## src/rtl/cpu_types_pkg.sv

```systemverilog
// Shared CPU memory-side types: RAM handshake state plus the cache arbiter's
// FSM state, grant owner and RAM request payload.
package cpu_types_pkg;

   localparam int unsigned WORD_W = 32;
   localparam int unsigned WDOG_W = 8;

   typedef logic [WORD_W-1:0] word_t;

   typedef enum logic [1:0] {
      FREE,
      BUSY,
      ACCESS,
      ERROR
   } ramstate_t;

   typedef enum logic [1:0] {
      IDLE,
      IGNT,
      DGNT
   } arb_state_t;

   typedef enum logic {
      I,
      D
   } arb_gnt_t;

   typedef struct packed {
      logic  ren;
      logic  wen;
      word_t addr;
      word_t store;
   } ram_req_t;

endpackage

```

## src/rtl/arb_watchdog.sv

```systemverilog
// Grant watchdog: counts granted cycles without RAM progress and flags when
// the count has reached the programmed limit.
module arb_watchdog
   import cpu_types_pkg::*;
#(
   parameter int unsigned CNT_W = WDOG_W
) (
   input  logic             CLK,
   input  logic             nRST,
   input  logic             clear,
   input  logic             enable,
   input  logic [CNT_W-1:0] limit,
   output logic             expired
);

   logic [CNT_W-1:0] count_q;

   always_ff @(posedge CLK) begin
      if (!nRST) begin
         count_q <= '0;
      end else if (clear) begin
         count_q <= '0;
      end else if (enable) begin
         count_q <= count_q + CNT_W'(1);
      end
   end

   assign expired = (count_q == limit);

endmodule

```

## src/rtl/cache_arbiter.sv

```systemverilog
// Single-port RAM arbiter between icache and dcache. Define CACHE_ARB_RR_EN
// for round-robin on contention; otherwise the dcache has fixed priority.
module cache_arbiter
   import cpu_types_pkg::*;
#(
   parameter int unsigned TIMEOUT_CYC = 64
) (
   input  logic        CLK,
   input  logic        nRST,
   input  logic        iREN,
   input  logic [31:0] iaddr,
   output logic        iwait,
   output logic [31:0] iload,
   input  logic        dREN,
   input  logic        dWEN,
   input  logic [31:0] daddr,
   input  logic [31:0] dstore,
   output logic        dwait,
   output logic [31:0] dload,
   output logic        ramREN,
   output logic        ramWEN,
   output logic [31:0] ramaddr,
   output logic [31:0] ramstore,
   input  logic [31:0] ramload,
   input  ramstate_t   ramstate,
   output logic        arb_err
);

   localparam logic [WDOG_W-1:0] WDOG_LIMIT = WDOG_W'(TIMEOUT_CYC - 1);

   arb_state_t state_q, state_d;
   ram_req_t   ram_req;
   logic       arb_err_d;
   logic       i_req, d_req, d_first;
   logic       granted, access, abort;
   logic       wdog_expired;

   assign i_req   = iREN;
   assign d_req   = dREN | dWEN;
   assign granted = (state_q != IDLE);
   assign access  = (ramstate == ACCESS);

   // ACCESS always wins; ERROR and timeout abort only an unfinished grant
   assign abort = granted & ~access & ((ramstate == ERROR) | wdog_expired);

   arb_watchdog #(
      .CNT_W (WDOG_W)
   ) u_wdog (
      .CLK     (CLK),
      .nRST    (nRST),
      .clear   (state_q == IDLE),
      .enable  (granted & ~access),
      .limit   (WDOG_LIMIT),
      .expired (wdog_expired)
   );

`ifdef CACHE_ARB_RR_EN
   arb_gnt_t last_gnt_q, last_gnt_d;

   // remember who finished last so the other side wins the next tie
   always_comb begin
      last_gnt_d = last_gnt_q;
      if (granted & (access | abort)) begin
         last_gnt_d = (state_q == IGNT) ? I : D;
      end
   end

   always_ff @(posedge CLK) begin
      if (!nRST) begin
         last_gnt_q <= I;
      end else begin
         last_gnt_q <= last_gnt_d;
      end
   end

   assign d_first = d_req & ~(i_req & (last_gnt_q == D));
`else
   assign d_first = d_req;
`endif

   always_ff @(posedge CLK) begin
      if (!nRST) begin
         state_q <= IDLE;
         arb_err <= 1'b0;
      end else begin
         state_q <= state_d;
         arb_err <= arb_err_d;
      end
   end

   // next state and RAM steering
   always_comb begin
      state_d   = state_q;
      arb_err_d = arb_err;
      ram_req   = '0;
      unique case (state_q)
         IDLE: begin
            if (d_first) begin
               state_d = DGNT;
            end else if (i_req) begin
               state_d = IGNT;
            end
         end
         IGNT: begin
            ram_req.ren  = 1'b1;
            ram_req.addr = iaddr;
            if (access | abort | ~i_req) begin
               state_d = IDLE;
            end
         end
         DGNT: begin
            ram_req.addr  = daddr;
            ram_req.store = dstore;
            ram_req.wen   = dWEN;
            ram_req.ren   = dREN & ~dWEN;
            if (access | abort | ~d_req) begin
               state_d = IDLE;
            end
         end
         default: begin
            state_d = IDLE;
         end
      endcase
      if (abort) begin
         arb_err_d = 1'b1;
      end
   end

   assign ramREN   = ram_req.ren;
   assign ramWEN   = ram_req.wen;
   assign ramaddr  = ram_req.addr;
   assign ramstore = ram_req.store;

   assign iwait = i_req & ~((state_q == IGNT) & access);
   assign dwait = d_req & ~((state_q == DGNT) & access);

   assign iload = ramload;
   assign dload = ramload;

endmodule

```

## config.mk

```make
export PLATFORM = sky130hd
export DESIGN_NAME = cache_arbiter
export DESIGN_NICKNAME = d
export VERILOG_FILES = /design/src/rtl/cpu_types_pkg.sv /design/src/rtl/arb_watchdog.sv /design/src/rtl/cache_arbiter.sv
export SDC_FILE = /design/constraint.sdc
export NUM_CORES = 1
export LEC_CHECK = 0
export ABC_AREA = 0
export ABC_CLOCK_PERIOD_IN_PS = 2700
export CAP_MARGIN = 10
export CORE_AREA = 2 2 104 106
export CTS_BUF_LIST = sky130_fd_sc_hd__clkbuf_2 sky130_fd_sc_hd__clkbuf_4 sky130_fd_sc_hd__clkbuf_8
export DETAILED_ROUTE_END_ITERATION = 6
export DIE_AREA = 0 0 106 108
export DONT_BUFFER_PORTS = 1
export GPL_TIMING_DRIVEN = 0
export PLACE_DENSITY = 0.35
export SLEW_MARGIN = 20
export SYNTH_ARGS = -nofsm -noshare
export SYNTH_HDL_FRONTEND = slang
export SYNTH_SLANG_ARGS = --single-unit
```

## constraint.sdc

```tcl
create_clock -name CLK -period 2.7 [get_ports CLK]
set_clock_uncertainty 0.2 [all_clocks]
set_input_delay 0.54 -clock CLK [delete_from_list [all_inputs] [get_ports CLK]]
set_output_delay 0.54 -clock CLK [all_outputs]
set_load 0.02 [all_outputs]
```

# After elaboration in Yosys (flattened, before gate mapping)
# Index checks and enable logic that the tools add are counted.
word_totals:
  out_inout_bits: 133
  in_bits: 135
  wordCells: 44
  ff_bits: 11
classes:
  n_bitwise: 19
  n_eq_ne: 8
  mux: 9
  reduce_logical: 4
  n_addsub: 1
op_table:
  columns: ["cell", "count"]
  rows:
  - ["32-bit one-hot mux with 2 select lines", 1]
  - ["32-bit two-way mux", 1]
  - ["8-bit by 1-bit adder with 8-bit output, second input constant", 1]
  - ["8-bit by 6-bit equality test with 1-bit output, second input constant", 1]
  - ["2-bit two-way mux", 4]
  - ["1-bit bitwise AND", 7]
  - ["1-bit NOT", 7]
  - ["2-bit equality test, second input constant", 3]
  - ["2-bit one-hot mux with 3 select lines", 1]
  - ["1-bit bitwise OR", 5]
  - ["2-bit != test, second input constant", 2]
  - ["3-bit != test, second input constant", 1]
  - ["3-bit AND reduction", 1]
  - ["2-bit by 1-bit equality test with 1-bit output, second input constant", 1]
  - ["2-bit logical NOT", 1]
  - ["1-bit one-hot mux with 2 select lines", 1]
  - ["2-bit nonzero test", 1]
  - ["2-bit OR reduction", 1]
  - ["1-bit two-way mux", 1]

# Logic depth before layout (Yosys ltp)
depth:
  ltp_word: 8
  mapped_depth: 7
  ltp_nobuf: 6

# Hierarchy
# Synthesis repeated with hierarchy kept, for this count alone.
hier_totals:
  hier_cells: 262
  area_unflattened_um2: 1885.6
by_module_without_submodules:
  columns: ["mod", "seq_area_each_um2", "instances", "cells_per_inst", "area_each_um2"]
  rows:
  - ["cache_arbiter", 60.1, 1, 212, 1451.4]
  - ["arb_watchdog", 160.2, 1, 50, 434.2]

# Worst setup path before layout
# No wires, ideal clock.
synth_path:
  kind: "reg-to-output"
  start: "reg state_q[0]"
  end: "out ramaddr[0]"
  slack_ns: 0.513
  n_path_buf: 2
  required_time_ns: 1.960
  stages_incl_launch_ff: 6
  t_arrival_ns: 1.447
  cell_sequence: "dfxtp_1 -> ha_1 -> clkbuf_1 -> clkbuf_1 -> a22oi_1 -> nor2b_1"
synth_via:
  elab_chain_len: 2
synth_lines:
  columns: ["item", "line_no", "source"]
  rows:
  - ["start, declared", "cache_arbiter.sv:31", "arb_state_t state_q, state_d;"]
  - ["start signal, assigned", "cache_arbiter.sv:86", "state_q <= state_d;"]
  - ["2-bit equality test / 2-bit by 1-bit equality test with 1-bit output (equally long branches)", "cache_arbiter.sv:96", "unique case (state_q)"]
  - ["32-bit one-hot mux with 2 select lines *", "cache_arbiter.sv:96", null]
  - ["end, declared", "cache_arbiter.sv:22", "output logic [31:0] ramaddr,"]
# Mark *: on every way between the ends. The rest lies on a longest branch, timed or not.

# Worst setup path after layout
layout_path:
  start: "reg state_q[0]"
  end: "out ramaddr[22]"
# The elaborated chain is that of the path after synthesis.

==> results_dict.tcl <==
set metrics [dict create \
    r2r_slack_ns 0.59 \
    cp.required_ns 1.96 \
    cts-root-buf "clkbuf_8" \
    finalPower_uw 1080 \
    io_pins 268 \
    synth-seq-cells 11 \
    drc 0 \
    routed-via-count 1672 \
    synth_top_area_cell "buf_4" \
    slew_headroom_pct 68.3 \
    synth_top_area_share_pct 25.6 \
    grt_pass1_wl_um 8160 \
    hp-class "in -> reg" \
    cts_max_level 1 \
    dp_hpwl_um 5500 \
    crit_arrival_ns 1.87 \
    synth_nets 392 \
    hold_depth 2 \
    p_leak_uw 0.000818 \
    maxSlewViolCount 0 \
    die_w_um 106 \
    area_growth_pct 14.2 \
    first_pass_iters 4 \
    cts_tree "built" \
    worstHoldEndpoint "state_q[1]" \
    tightest_slew_ns 0.474 \
    vdd_drop_max_mv 0.196 \
    insertion_delay_ns 0.24 \
    ys.flop_type "dfxtp_1" \
    final_antenna_net_count 0 \
    syn-mean-instance-area_um2 7.41 \
    grt_pass1_vias 1487 \
    cts_buffers 3 \
    r2r_cells 6 \
    start_util_pct 18.3 \
    status "finished clean" \
    fin_nets 396 \
    synth-edff-count 0 \
    routed_wl_um 6250 \
    cts.sinks 11 \
    grtUsageTotal_pct 8.90 \
    wire_per_inst_um 15.9 \
    synth_cells 253 \
    synthesis.area_mm2 0.00187 \
    overflow 0 \
    die_area_mm2 0.0114 \
    setup_viol_count_final 0 \
    cp_max_fo 10 \
    core_mm2 0.0102 \
    worst_setup_path_start_kind "register" \
    final.min_clock_period_ns 2.61 \
    die_h_um 108 \
    maxCapViolations 0 \
    clk_pin_slew_ns 0.05 \
    gp_congestion 0.842 \
    finalWorstSetupSlack_ns 0.0950 \
    first_iter_violations 33 \
    post-route-period-util_pct 96.5 \
    port_buffers 0 \
    synth_area_leaders "buf_4, a22oi_1, dfxtp_1" \
    reg2reg_to "state_q[0]" \
    vias_per_cell 4.27 \
    cts_buffer_depth 2 \
    drive_gt1_share_pct 39.1 \
    rsz0062_at_grt "true" \
    antenna_found_initial 1 \
    synthTopCellsByCount "buf_4, and2_1, nor2b_1" \
    post_cts_buffers 0 \
    async_flop_share_pct 0 \
    max_freq_mhz 384 \
    min-delay-start "nRST" \
    diodes 0 \
    power.density_mw_per_mm2 504 \
    worstSetupPathType "reg -> out" \
    yosysSeqAreaShare_pct 11.7 \
    rows 37 \
    grt_max_degree 11 \
    post-place-ws_ns 0.0671 \
    ys.warnings.count 0 \
    dp_cells 389 \
    end_kind "output port" \
    fin_cells 392 \
    timing.rr.start "state_q[0]" \
    hold_viol_final 0 \
    ys_types 33 \
    yosysMostFrequentCell "buf_4" \
]
[critical path, stage by stage, from the launching register on]
cell and delay (ns):
dfxtp_1 0.40, inv_1 0.08, ha_1 0.39, clkbuf_1 0.32
nor2b_1 0.42
[metal layers]
metal / vias to the layer above / GRT usage, % / part of all wire [%]
li1: 788 / - / -
met1: 769 / 10.7 / 37
met2: 109 / 16.9 / 55
met3: 4 / 1.69 / 7.7
met4: 2 / 1.13 / 0.16
met5: - / 0 / 0.16
[worst max-delay path by stage]
stage | start | to | slack, ns | cells after the start
3_3_place_gp | state_q[0] | ramaddr[12] | 0.09 | 5
5_1_grt | state_q[0] | ramaddr[10] | -0.06 | 4
2_1_floorplan | state_q[0] | ramaddr[0] | 0.51 | 5
6_report | state_q[0] | ramaddr[22] | 0.09 | 4
4_1_cts | state_q[0] | ramaddr[6] | 0.02 | 4
3_5_place_dp | state_q[0] | ramaddr[12] | 0.07 | 5
[cell type report]
cell class / count / area, um^2
multi-input cells: 159 / 1140
fillers: 1141 / 8090
clock buffers: 3 / 41.3
inverters: 3 / 11.3
well taps: 136 / 170
flip-flops and latches: 11 / 220
clock inverters: 1 / 5.00
plain buffers: 79 / 557
[layout by cell type, fill, tap and decap left out, types with 3 or more instances in the layout]
cell type,count
a22oi_1,32
and2_1,33
buf_4,64
clkbuf_1,6
clkbuf_2,7
clkbuf_8,3
dfxtp_1,11
ha_1,4
inv_1,3
nand2_1,11
nor2_1,14
nor2b_1,18
nor2b_2,16
xnor2_1,4
xor2_1,3
[what timing repair did]
item / in CTS / in global routing
setup endpoints to repair: 63 / 50
hold buffers: 0 / 0
pin swaps: 0 / 0
gates resized for setup: 8 / 22
[flip-flops by register name, indices dropped and copies added, names as in the netlist]
name            flops
u_wdog.count_q      8
state_q             2
arb_err             1
[metrics by stage]
step	hold WS (ns)	utilization, %	cell area (um^2)	setup TNS [ns]
2_1_floorplan	0.249	-	1870	0
3_3_place_gp	0.262	20.0	2040	0
6_report	0.263	20.9	2140	0
4_1_cts	0.262	20.5	2100	0
5_1_grt	0.262	20.9	2140	-0.333
3_5_place_dp	0.268	20.0	2040	0
[logic make-up (layout without fill, tap and decap cells)]
group	count (synthesis)	count (layout)	synth area share, %
buf+inv	83	86	29.8
xor+xnor	7	7	3.27
fa+ha+maj	4	4	2.67
flops	11	11	11.7
compound gates	43	43	18.4
simple gates	105	105	34.0
[report_power, final]
group / leakage, uW / internal [uW] / total, uW / switching [uW]
clock network: 0.0000255 / 102 / 175 / 73.5
logic: 0.000703 / 259 / 723 / 464
registers: 0.0000892 / 171 / 181 / 9.37
Note: power is estimated with default switching activity, not from simulation.
